$ cat config.mk
export PLATFORM = sky130hd
export DESIGN_NAME = ula_flag_wb
export DESIGN_NICKNAME = d
export VERILOG_FILES = /design/src/rtl/ula_flag_wb.sv
export SDC_FILE = /design/constraint.sdc
export NUM_CORES = 1
export LEC_CHECK = 0
export BUFFER_PORTS_ARGS = -buffer_cell sky130_fd_sc_hd__buf_4
export CAP_MARGIN = 20
export CORE_MARGIN = 2
export CORE_UTILIZATION = 58
export CTS_BUF_LIST = sky130_fd_sc_hd__clkbuf_8
export CTS_CLUSTER_DIAMETER = 120
export DETAILED_ROUTE_END_ITERATION = 8
export GPL_ROUTABILITY_DRIVEN = 0
export PLACE_DENSITY = 0.95
export SYNTH_ARGS = -nofsm -noshare
export SYNTH_HDL_FRONTEND = slang
export SYNTH_SLANG_ARGS = --single-unit
$ cat constraint.sdc
create_clock -name clk -period 6.5 [get_ports clk]
set_input_delay 0.975 -clock clk [delete_from_list [all_inputs] [get_ports clk]]
set_output_delay 0.975 -clock clk [all_outputs]
set_load 0.005 [all_outputs]
$ cat src/rtl/ula_flag_wb.sv
// Execute/writeback stage behind the ULA: computes Z/N/C/V, holds the flag register and
// buffers results in a 2-entry FIFO for the register file. Define ULA_WB_BYPASS_EN for a zero-latency empty-FIFO bypass.
module ula_flag_wb #(
  parameter int DATA_W = 32,
  parameter int ADDR_W = 4
) (
  input  logic              clk,
  input  logic              reset,
  input  logic              in_valid,
  output logic              in_ready,
  input  logic [DATA_W-1:0] A,
  input  logic [DATA_W-1:0] B,
  input  logic [4:0]        opcode,
  input  logic [DATA_W-1:0] Out,
  input  logic [ADDR_W-1:0] dest,
  output logic              wb_valid,
  input  logic              wb_ready,
  output logic [DATA_W-1:0] wb_data,
  output logic [ADDR_W-1:0] wb_addr,
  output logic [3:0]        flags,
  output logic              Flag
);

  localparam int ENT_W = DATA_W + ADDR_W;

  // Returns {update, Z, N, C, V}; update=0 for unused opcodes so the flag register holds.
  function automatic logic [4:0] calc_flags(input logic [4:0]        op,
                                            input logic [DATA_W-1:0] a,
                                            input logic [DATA_W-1:0] b,
                                            input logic [DATA_W-1:0] res);
    logic [DATA_W-1:0] x;
    logic [DATA_W-1:0] y;
    logic              cin;
    logic              arith;
    logic              upd;
    logic [DATA_W:0]   s;
    logic              c;
    logic              v;
    x     = a;
    y     = b;
    cin   = 1'b0;
    arith = 1'b1;
    upd   = 1'b1;
    case (op)
      5'b00000: begin y = b;               cin = 1'b0; end
      5'b00001: begin y = b;               cin = 1'b1; end
      5'b00011: begin y = '0;              cin = 1'b1; end
      5'b00100: begin y = ~b;              cin = 1'b0; end
      5'b00101: begin y = ~b;              cin = 1'b1; end
      5'b00110: begin y = '1;              cin = 1'b0; end
      5'b01000, 5'b01001: arith = 1'b0;
      default: begin
        arith = 1'b0;
        upd   = op[4];
      end
    endcase
    s = {1'b0, x} + {1'b0, y} + {{DATA_W{1'b0}}, cin};
    c = arith & s[DATA_W];
    v = arith & (x[DATA_W-1] == y[DATA_W-1]) & (s[DATA_W-1] != x[DATA_W-1]);
    return {upd, (res == '0), res[DATA_W-1], c, v};
  endfunction

  logic [ENT_W-1:0] mem_p0 [2];
  logic             wr_ptr;
  logic             rd_ptr;
  logic [1:0]       count;
  logic [3:0]       flag_reg;
  logic             fifo_vld;
  logic             accept;
  logic             push;
  logic             pop;
  logic [4:0]       new_flags;
  logic [ENT_W-1:0] head;

  assign fifo_vld  = (count != 2'd0);
  assign head      = mem_p0[rd_ptr];
  assign pop       = fifo_vld && wb_ready;
  assign in_ready  = (count < 2'd2) || (wb_valid && wb_ready);
  assign accept    = in_valid && in_ready;
  assign new_flags = calc_flags(opcode, A, B, Out);

`ifdef ULA_WB_BYPASS_EN
  logic byp;
  // An empty FIFO lets the incoming result through combinationally; it is only
  // buffered when the register file cannot take it this cycle.
  assign byp      = !fifo_vld && in_valid;
  assign wb_valid = fifo_vld || byp;
  assign wb_data  = byp ? Out  : head[DATA_W-1:0];
  assign wb_addr  = byp ? dest : head[ENT_W-1:DATA_W];
  assign push     = accept && !(byp && wb_ready);
`else
  assign wb_valid = fifo_vld;
  assign wb_data  = head[DATA_W-1:0];
  assign wb_addr  = head[ENT_W-1:DATA_W];
  assign push     = accept;
`endif

  assign flags = flag_reg;
  assign Flag  = flag_reg[3];

  // Stage p0: FIFO storage, pointers and the architectural flag register
  always_ff @(posedge clk) begin
    if (reset) begin
      count     <= 2'd0;
      wr_ptr    <= 1'b0;
      rd_ptr    <= 1'b0;
      flag_reg  <= 4'b0000;
      mem_p0[0] <= '0;
      mem_p0[1] <= '0;
    end else begin
      if (push) begin
        mem_p0[wr_ptr] <= {dest, Out};
        wr_ptr         <= ~wr_ptr;
      end
      if (pop) rd_ptr <= ~rd_ptr;
      case ({push, pop})
        2'b10:   count <= count + 2'd1;
        2'b01:   count <= count - 2'd1;
        default: count <= count;
      endcase
      if (accept && new_flags[4]) flag_reg <= new_flags[3:0];
    end
  end

endmodule

-- Yosys cells after proc, flatten, opt, wreduce, memory -nomap -nowiden
Memories as Yosys holds them, arrays and structs flattened. A register that Yosys moved wholly into a read port is not among the register bits.
Cells that the tools add are included.
- register bits after elaboration: 8
- bits in writable memories: 72
- logic and storage cells: 55
- input bits: 109
- memories kept: 1
- output and inout port bits: 43
- memory list (memory ; depth ; width ; read ports ; clocked after memory_dff ; wr ports ; line ; source):
    mem_p0 ; 2 ; 36 ; 1 ; 1 ; 2 ; 63 ; logic [ENT_W-1:0] mem_p0 [2];
- magnitude comparators: 1
- muxes and demuxes: 15
- add/subtract/negate cells: 4
- bitwise gates (word level): 6
- equality and inequality tests: 11
- reduce and logical (&&, ||, !) cells: 13
- operators with widths (operator ; count):
    case mux 32 bit (3 select lines) ; 1
    2-to-1 mux 36 bit ; 1
    OR reduction 36 bit ; 1
    adder 32 x 32 -> 33 bit ; 1
    adder 33 x 1 -> 33 bit ; 1
    zero test 32 bit ; 1
    inverter 32 bit ; 1
    == test 5 x 3 -> 1 bit (second input constant) ; 3
    2-to-1 mux 1 bit ; 12
    == test 5 x 4 -> 1 bit (second input constant) ; 2
    OR reduction 8 bit ; 1
    OR reduction 6 bit ; 1
    == test 5 x 1 -> 1 bit (second input constant) ; 1
    == test 5 x 2 -> 1 bit (second input constant) ; 1
    zero test 5 bit ; 1
    case mux 2 bit (2 select lines) ; 1
    nonzero test 2 bit ; 2
    bitwise AND 1 bit ; 3
    logical AND 1 bit ; 3
    OR reduction 3 bit ; 1
    adder 2 x 1 -> 2 bit (second input constant) ; 1
    == test 2 x 1 -> 1 bit (second input constant) ; 1
    == test 2 bit (second input constant) ; 1
    < comparator 2 bit (second input constant) ; 1
    other kinds (6) ; 7

-- Depth between registers and ports, before layout
Gate-level depths: netlist of run 1.
- word-level depth: 9
- depth in mapped cells: 14
- gate-level depth less buffers: 12

-- Worst setup path before layout of run 1
No wires, ideal clock.
- path kind: input -> register
- from: input port wb_ready
- to: memory mem_p0[0][0] in the netlist's numbering (enable)
- slack: 2.225 ns
- library setup time: 0.479 ns
- arrival: 3.796 ns
- stages: 3
- path buffers: 0
- data required time: 6.021 ns
- cells stage by stage: nand2b_1 > nand2_2 > o21ai_0
- RTL lines (element ; line ; source):
    start, declared ; 17 ; input logic wb_ready,
    end, declared ; 63 ;

-- Worst setup path after layout of run 1
- from: input port opcode[4]
- to: register flag_reg[0], in the netlist flags[0]
- cells in the longest elaborated chain, start to end: 7
- elaborated cells between the ends (all ways): 23
- classes of those cells: 2 x add/sub; 9 x eq/ne; 4 x mux; 2 x bitwise; 6 x reduce/logical
- ends and longest elaborated chain (element ; line ; source):
    start, declared ; 13 ; input logic [4:0] opcode,
    == test 5 x 3 -> 1 bit ; 44 ; case (op)
    OR reduction 2 bit (no source line) ; n/a ;
    case mux 32 bit (3 select lines) ; 44 ;
    adder 32 x 32 -> 33 bit ; 57 ; s = {1'b0, x} + {1'b0, y} + {{DATA_W{1'b0}}, cin};
    adder 33 x 1 -> 33 bit ; 57 ;
    != test 1 bit ; 59 ; v = arith & (x[DATA_W-1] == y[DATA_W-1]) & (s[DATA_W-1] != x[DATA_W-1]);
    bitwise AND 1 bit ; 59 ;
    end signal, assigned ; 121 ; if (accept && new_flags[4]) flag_reg <= new_flags[3:0];
    end, declared ; 67 ; logic [3:0] flag_reg;
Several ways; a longest one is shown, not always the timed one.
A chain may end at the register's enable or synchronous reset.

==> results of run 1 <==
## report_power, final
group | internal [mW] | switching, mW
clock network | 0.173 | 0.174
registers | 0.642 | 0.0284
logic | 0.305 | 0.248
total | 1.12 | 0.451
## layer usage
layer | global-route usage (%) | vias to the layer above | share of wire (%)
met5 | 0 | - | 0
met4 | 13.3 | 0 | 3.5
met3 | 6.42 | 36 | 8.2
met2 | 48.0 | 235 | 52
met1 | 30.3 | 2016 | 36
li1 | - | 1950 | -
## cells in the mapped netlist, drive strengths merged (2+ instances only)
library cell	n	area share (%)
and2	37	4.7
dfxtp	9	3.7
clkbuf	14	1.1
or3	2	0.26
nand3	10	1.0
nand2b	3	0.38
o21a	2	0.31
edfxtp	72	44
nand2	16	1.3
xnor2	3	0.54
o211ai	3	0.46
o21ai	6	0.62
a221oi	2	0.36
mux2i	2	0.41
nor2	44	3.4
nand4	11	1.4
o21bai	4	0.69
buf	13	1.4
mux2	36	8.3
ha	33	8.5
xor2	3	0.54
and3	39	5.0
a21oi	15	1.5
a21o	5	0.77
nor4	9	1.2
nor3	4	0.62
o22a	32	5.7
inv	2	0.15
## registers in the layout, summed over array words and instances, names as in the netlist, named ones only
signal / cells
count: 2
wr_ptr: 1
mem_p0: 72
flags: 4
rd_ptr: 1
## critical path, cell delays in order
cell	delay, ns
buf_4	0.14
nor2_1	0.23
nand2_1	0.65
nor2_1	0.28
o22a_1	0.17
ha_1	0.26
and3_1	0.19
a221oi_1	0.28
o211ai_1	0.11
a31o_1	0.22
nor4_1	0.20
mux2i_1	0.12
nand2_1	0.06
## through the flow
stage | power (mW) | hold WS [ns] | utilization, % | std cells
6_report | 1.57 | 0.508 | 77.7 | 692
3_3_place_gp | 1.19 | 0.457 | 74.4 | 673
2_1_floorplan | 0.970 | 0.461 | - | 439
5_1_grt | 1.65 | 0.526 | 77.7 | 692
3_5_place_dp | 1.22 | 0.488 | 74.8 | 674
4_1_cts | 1.56 | 0.513 | 77.0 | 690
## cells by family after synthesis
| kind of cell | after synthesis | synth area share, % |
|---|---|---|
| xor gates and xnor gates | 6 | 1.08 |
| DFF | 81 | 48.0 |
| muxes | 38 | 8.72 |
| AOI/OAI and AO/OA | 75 | 11.6 |
| and+or+nand+nor | 177 | 19.5 |
| adders and majority gates | 33 | 8.47 |
| buffers and inverters | 29 | 2.59 |
## area by class of cell
| class | instances | area, um^2 |
|---|---|---|
| Clock buffer | 9 | 124 |
| Clock inverter | 7 | 62.6 |
| Fill cell | 518 | 1820 |
| Inverter | 2 | 7.51 |
| Multi-Input combinational cell | 329 | 2430 |
| Sequential cell | 81 | 2340 |
| Tap cell | 105 | 131 |
| Timing Repair Buffer | 159 | 1250 |
## final timing paths
check | from | endpoint
max reg2reg | count[1] | mem_p0[1][15]
min | flags[2] | flags[2]
min reg2reg | flags[2] | flags[2]
max | opcode[4] | flags[0]
==> flow_summary.ini, run 1 <==
[outcome]
status = completed

[drt]
drt-total-wl_mm = 12.6
ant_nets = 0
vias_per_cell = 6.12
drt-initial-drc-count = 218
num_vias = 4237
firstDrtPassIters = 5
wl_per_cell_um = 18.2
drc = 0

[worst_setup_path]
startpoint_type = input port
worstPathRequired_ns = 6.79
crit_path_end_kind = register
crit_type = input port to register
arrival_ns = 3.90
path_max_fanout = 32
rrSetupSlack_ns = 4.39
r2r_cells = 5

[finish]
antenna_cells = 0
final_common_cell = buf_4
finish.instance_area_mm2 = 0.00635
nets = 724
area_growth_pct = 30.3
final_cell_mix = 156 x buf_4, 72 x edfxtp_1, 43 x nor2_1
drive_above_1_share_pct = 37.0

[sta]
skew_ns = 0.0133
period_minus_slack_ns = 3.61
slew_violations = 0
slew_headroom_pct = 29.5
rsz0062_at_grt = false
worst_pin_slew_ns = 1.05
hold_viol = 0
tns_ns = 0
max_freq_mhz = 277
finalCritPeriodShare_pct = 55.5
worst_slack_ns = 2.89
finalSetupViolCount = 0

[hold_path]
hp-class = register to register
hold_depth = 2

[clocking]
cts_resized = 0
holdBufCountCts = 0
clock_latency_ns = 0.35
cts.sinks = 81
cts_max_level = 3
cts_buffer_depth = 2
root_buffer = clkbuf_8
cts_tree = done
post_cts_buffers = 0
cts_buffers = 9
path_clk_slew_ns = 0.07

[logic_synthesis]
syn-mean-instance-area_um2 = 11.1
netlist_area_mm2 = 0.00488
synth_cell_types = 43
synth-seq-cells = 81
synth_edf_count = 72
syn_nets = 581
synthArstFlopShare_pct = 0
yosys_warnings = 0
seq_area_frac_synth_pct = 48.0
yosys_most_used_dff = edfxtp_1
synthCells = 439

[floorplan]
num_rows = 33
coreArea_mm2 = 0.00818
die-height_um = 95.7
io-pin-count = 152
die_w_um = 95.7
dieArea_mm2 = 0.00916
start_util_pct = 59.7

[run]
max-cap-violations = 0

[global_route]
antenna_found_initial = 0
grt_pass1_wl_mm = 18.7
grt_overflow = 0
grt_usage_pct = 27.0
first_global_vias = 4102
grt_max_degree = 41

[placed_design]
io_buffers = 151
dp_hpwl_mm = 9.07
placed_area_mm2 = 0.00611
post-place-ws_ns = 2.51

[power]
p_leak_nw = 2.89
cellPowerDensity_mw_per_mm2 = 247
ir_drop_mv = 0.0985
Power figures use the tool's default switching activity.
==> inputs of run 2 (changes only) <==
--- a/config.mk
+++ b/config.mk
@@ -8,12 +8,12 @@
 export BUFFER_PORTS_ARGS = -buffer_cell sky130_fd_sc_hd__buf_4
 export CAP_MARGIN = 20
 export CORE_MARGIN = 2
-export CORE_UTILIZATION = 58
+export CORE_UTILIZATION = 48
 export CTS_BUF_LIST = sky130_fd_sc_hd__clkbuf_8
 export CTS_CLUSTER_DIAMETER = 120
 export DETAILED_ROUTE_END_ITERATION = 8
 export GPL_ROUTABILITY_DRIVEN = 0
-export PLACE_DENSITY = 0.95
+export PLACE_DENSITY = 0.85
 export SYNTH_ARGS = -nofsm -noshare
 export SYNTH_HDL_FRONTEND = slang
 export SYNTH_SLANG_ARGS = --single-unit
==> constraint.sdc (replaced) <==
create_clock -name clk -period 3.25 [get_ports clk]
set_input_delay 0.4875 -clock clk [delete_from_list [all_inputs] [get_ports clk]]
set_output_delay 0.4875 -clock clk [all_outputs]
set_load 0.005 [all_outputs]
==> flow_summary.ini, run 2 (synthesized netlist as in run 1, its figures left out) <==
[worst_setup_path]
crit_path_end_kind = register
r2r_cells = 3
path_max_fanout = 12
crit_type = input port to register
startpoint_type = input port
worstPathRequired_ns = 3.55
arrival_ns = 3.30

[run]
max-cap-violations = 0

[finish]
antenna_cells = 0
fin_cells = 724
final_common_cell = buf_4
max_flop_register = mem_p0
final_cell_mix = 161 x buf_4, 72 x edfxtp_1, 43 x nor2_1
multi_input_comb_area_mm2 = 0.00244
fillers = 778
area_growth_pct = 30.5
largest_register_ffs = 72
utilization_pct = 64.8
nets = 728
seq_area_mm2 = 0.00234
drive_above_1_share_pct = 37.7

[power]
pwr-share-clk_pct = 21.4
p_leak_nw = 2.89
intPower_mw = 2.16
p_switching_mw = 0.936
cellPowerDensity_mw_per_mm2 = 487
p_seq_share_pct = 43.1
switching_share_pct = 30.2
combPwrFrac_pct = 35.5
power_mw = 3.10
ir_drop_mv = 0.255

[drt]
ant_nets = 0
drc = 0
wl_per_cell_um = 17.5
vias_per_cell = 5.66
drt-initial-drc-count = 226
drt-total-wl_mm = 12.7
firstDrtPassIters = 5
num_vias = 4095

[placed_design]
place_inst = 707
dp_hpwl_mm = 9.32
post-place-ws_ns = -0.132
io_buffers = 151

[clocking]
cts_tree = done
cts_resized = 0
root_buffer = clkbuf_8
clock_latency_ns = 0.35
path_clk_slew_ns = 0.08
cts_buffer_depth = 2
cts.sinks = 81
cts_buffers = 9
cts_max_level = 3
post_cts_buffers = 0

[sta]
slew_headroom_pct = 37.4
finalSetupViolCount = 0
period_minus_slack_ns = 3.01
tns_ns = 0
skew_ns = 0.0110
hold_viol = 0
worst_slack_ns = 0.243
rsz0062_at_grt = false
worst_pin_slew_ns = 0.934
slew_violations = 0
finalCritPeriodShare_pct = 92.5
max_freq_mhz = 333

[floorplan]
num_rows = 36
start_util_pct = 49.7
die-height_um = 105
dieArea_mm2 = 0.0110
io-pin-count = 152
die_w_um = 105
coreArea_mm2 = 0.00982

[outcome]
status = completed

[global_route]
grt_usage_pct = 23.0
grt_overflow = 0
antenna_found_initial = 0
grt_pass1_wl_mm = 20.2
grt_max_degree = 37
first_global_vias = 4107

[hold_path]
hp-class = input port to register
hold_depth = 2
## run 2: cell count changes in the layout (fill, tap and decap cells not counted), sizes merged
cell    previous run  this run
bufinv             1         0
buf              159       162
clkinv             4         3
nor3               4         5
inv                3         5
## run 2: metrics by stage
stage	cell area, um^2	hold WS (ns)
after floorplan	4880	0.461
after global placement	6180	0.485
after detailed placement	6180	0.495
after CTS	6350	0.388
after global routing	6360	0.396
final	6360	0.400
## run 2: worst max-delay path, stage by stage
cell and delay [ns]:
buf_4 0.13, nand2_1 0.13, xor2_1 0.44, nor3_4 0.18, o22a_1 0.25, ha_1 0.31, nand4_1 0.16, a2111oi_2 0.44
a211oi_1 0.12, o21ai_1 0.23, o21bai_1 0.10, a21oi_1 0.20, o21a_1 0.13
## run 2: path summary, 6_finish.rpt
| path | start | end | slack [ns] |
|---|---|---|---|
| worst min-delay path | reset | wr_ptr | 0.40 |
| worst max-delay path | opcode[1] | flags[1] | 0.24 |
| worst max register to register | wr_ptr | mem_p0[0][3] | 1.34 |
| worst min register to register | flags[3] | flags[3] | 0.51 |
## run 2: power by group through the flow
| stage | Clock (mW) | Combinational (mW) | Sequential, mW |
|---|---|---|---|
| floorplan | 0 | 0.600 | 1.34 |
| global route | 0.724 | 1.19 | 1.35 |
| CTS | 0.673 | 1.10 | 1.34 |
| finish | 0.664 | 1.10 | 1.34 |
| global placement | 0 | 1.06 | 1.35 |
| detailed placement | 0 | 1.09 | 1.36 |
## run 2: area by class of cell
class / count / share of cell area [%]
Clock inverter: 7 / 0.845
Multi-Input combinational cell: 330 / 38.4
Timing Repair Buffer: 162 / 19.3
Sequential cell: 81 / 36.8
Inverter: 2 / 0.118
Clock buffer: 9 / 1.95
Tap cell: 133 / 2.61
## run 2: routing by layer
| layer | GRT usage (%) | wire (um) | vias to the layer above |
|---|---|---|---|
| met4 | 7.90 | 266 | 0 |
| li1 | - | - | 1955 |
| met1 | 29.1 | 5160 | 1942 |
| met3 | 4.80 | 882 | 19 |
| met2 | 39.1 | 6380 | 179 |
| met5 | 0 | 0 | - |
## run 2: what timing repair did
action,CTS,global route
hold buffers,0,0
setup endpoints to repair,0,2
endpoints found under the hold margin,0,0
==> inputs of run 3 (changes only) <==
--- a/config.mk
+++ b/config.mk
@@ -8,12 +8,12 @@
 export BUFFER_PORTS_ARGS = -buffer_cell sky130_fd_sc_hd__buf_4
 export CAP_MARGIN = 20
 export CORE_MARGIN = 2
-export CORE_UTILIZATION = 48
+export CORE_UTILIZATION = 53
 export CTS_BUF_LIST = sky130_fd_sc_hd__clkbuf_8
 export CTS_CLUSTER_DIAMETER = 120
 export DETAILED_ROUTE_END_ITERATION = 8
 export GPL_ROUTABILITY_DRIVEN = 0
-export PLACE_DENSITY = 0.85
+export PLACE_DENSITY = 0.88
 export SYNTH_ARGS = -nofsm -noshare
 export SYNTH_HDL_FRONTEND = slang
 export SYNTH_SLANG_ARGS = --single-unit
==> constraint.sdc (replaced) <==
create_clock -name clk -period 2.91 [get_ports clk]
set_input_delay 0.4365 -clock clk [delete_from_list [all_inputs] [get_ports clk]]
set_output_delay 0.4365 -clock clk [all_outputs]
set_load 0.005 [all_outputs]
==> flow_summary.ini, run 3 (synthesized netlist as in run 1, its figures left out) <==
[floorplan]
coreArea_mm2 = 0.00906
die-height_um = 99.9
start_util_pct = 53.8
dieArea_mm2 = 0.00999
io-pin-count = 152
num_rows = 35
die_w_um = 99.9

[worst_setup_path]
cp-startpoint = opcode[1]
crit_type = input port to register
slowest_delay_ns = 0.38
cp_slowest_cell = xor2_1
startpoint_type = input port
arrival_ns = 3.06
crit_chain = buf_4 > nand2_1 > xor2_1 > nor3_4 > buf_12 > buf_4 > o22a_1 > ha_1 > a21o_1 > a21oi_1 > o211ai_1 > a31o_1 > nor4_1 > mux2i_1 > nand2_1
worstPathRequired_ns = 3.19
crit_path_end_kind = register
path_max_fanout = 11
rr_startpoint = wr_ptr

[finish]
largest_register_ffs = 72
final_cell_mix = 170 x buf_4, 72 x edfxtp_1, 42 x nor2_1
area_growth_pct = 34.0
fin_cells = 715
final_common_cell = buf_4
antenna_cells = 0
max_flop_register = mem_p0
nets = 741
drive_above_1_share_pct = 39.4

[drt]
vias_per_cell = 5.94
firstDrtPassIters = 5
wl_per_cell_um = 18.1
drc = 0
ant_nets = 0
drt-total-wl_mm = 12.9
num_vias = 4249
drt-initial-drc-count = 229

[power]
p_leak_nw = 2.99
intPower_mw = 2.61
ir_drop_mv = 0.278
pwr-share-clk_pct = 24.9
p_seq_share_pct = 40.8
cellPowerDensity_mw_per_mm2 = 560
switching_share_pct = 28.7
p_switching_mw = 1.05
combPwrFrac_pct = 34.4

[clocking]
cts_tree = done
cts_max_level = 3
root_buffer = clkbuf_8
cts.sinks = 81
cts_buffers = 9
cts_buffer_depth = 2
clock_latency_ns = 0.35
path_clk_slew_ns = 0.09

[placed_design]
place_inst = 691
post-place-ws_ns = -0.570
io_buffers = 151
dp_hpwl_mm = 9.30

[global_route]
grt_pass1_wl_mm = 20.3
grt_usage_pct = 26.0
grt_max_degree = 37
antenna_found_initial = 0
first_global_vias = 4256
grt_overflow = 0

[sta]
worst_slack_ns = 0.130
finalSetupViolCount = 0
hold_viol = 0
finalCritPeriodShare_pct = 95.5
worst_pin_slew_ns = 0.631
slew_violations = 0
slew_headroom_pct = 57.9
max_freq_mhz = 360
skew_ns = 0.0127
period_minus_slack_ns = 2.78

[hold_path]
hp-class = input port to register
min_from = reset

[run]
max-cap-violations = 0

[outcome]
status = completed
-- run 3: final timing paths --
path	to	cells past startpoint	slack [ns]
worst max-delay path	flags[0]	15	0.13
worst min-delay path	count[0]	2	0.35
worst max register to register	mem_p0[0][20]	4	1.06
worst min register to register	flags[3]	2	0.52
-- run 3: final cells by class --
cell class / count / area (um^2)
timing repair buffer: 175 / 1370
tap: 111 / 139
clock buffer: 9 / 124
clock inverter: 7 / 98.8
inverter: 2 / 7.51
sequential: 81 / 2340
multi-input combinational: 330 / 2450
fill: 627 / 2530
-- run 3: worst max-delay path: cells and delay by family --
kind                       cells  cell delay, ns
and+or+nand+nor                4            0.49
muxes                          1            0.12
AOI/OAI and AO/OA              5            0.94
adders and majority gates      1            0.29
xor gates and xnor gates       1            0.38
buffers and inverters          3            0.41
-- run 3: power by group through the flow --
| stage | Sequential (mW) | Combinational [mW] | Clock, mW |
|---|---|---|---|
| after floorplan | 1.49 | 0.670 | 0 |
| after global placement | 1.50 | 1.19 | 0 |
| after detailed placement | 1.52 | 1.23 | 0 |
| after CTS | 1.49 | 1.24 | 0.923 |
| after global routing | 1.51 | 1.36 | 0.975 |
| final | 1.49 | 1.26 | 0.910 |
-- run 3: stage by stage --
step                hold slack [ns]  utilization [%]  instance area (um^2)  TNS [ns]  power [mW]
floorplan                     0.461                -                  4880         0        2.16
global placement              0.485             68.6                  6220    -0.706        2.70
detailed placement            0.500             68.6                  6220    -0.999        2.75
global route                  0.339             72.1                  6530   -0.0131        3.84
CTS                           0.335             71.2                  6450         0        3.66
finish                        0.354             72.1                  6530         0        3.66
-- run 3: layer usage --
metal	global-route usage [%]	wire length (um)	up-vias
li1	-	-	1985
met1	31.2	5150	2026
met2	45.2	6440	206
met3	5.64	947	32
met4	11.0	401	0
met5	0	0	-
-- run 3: timing repair --
item	CTS	global route
resized for setup	0	3
buffers inserted	0	6
endpoints found under the setup margin	2	2
pin swaps	1	1
cloned	1	0
hold buffers	0	0
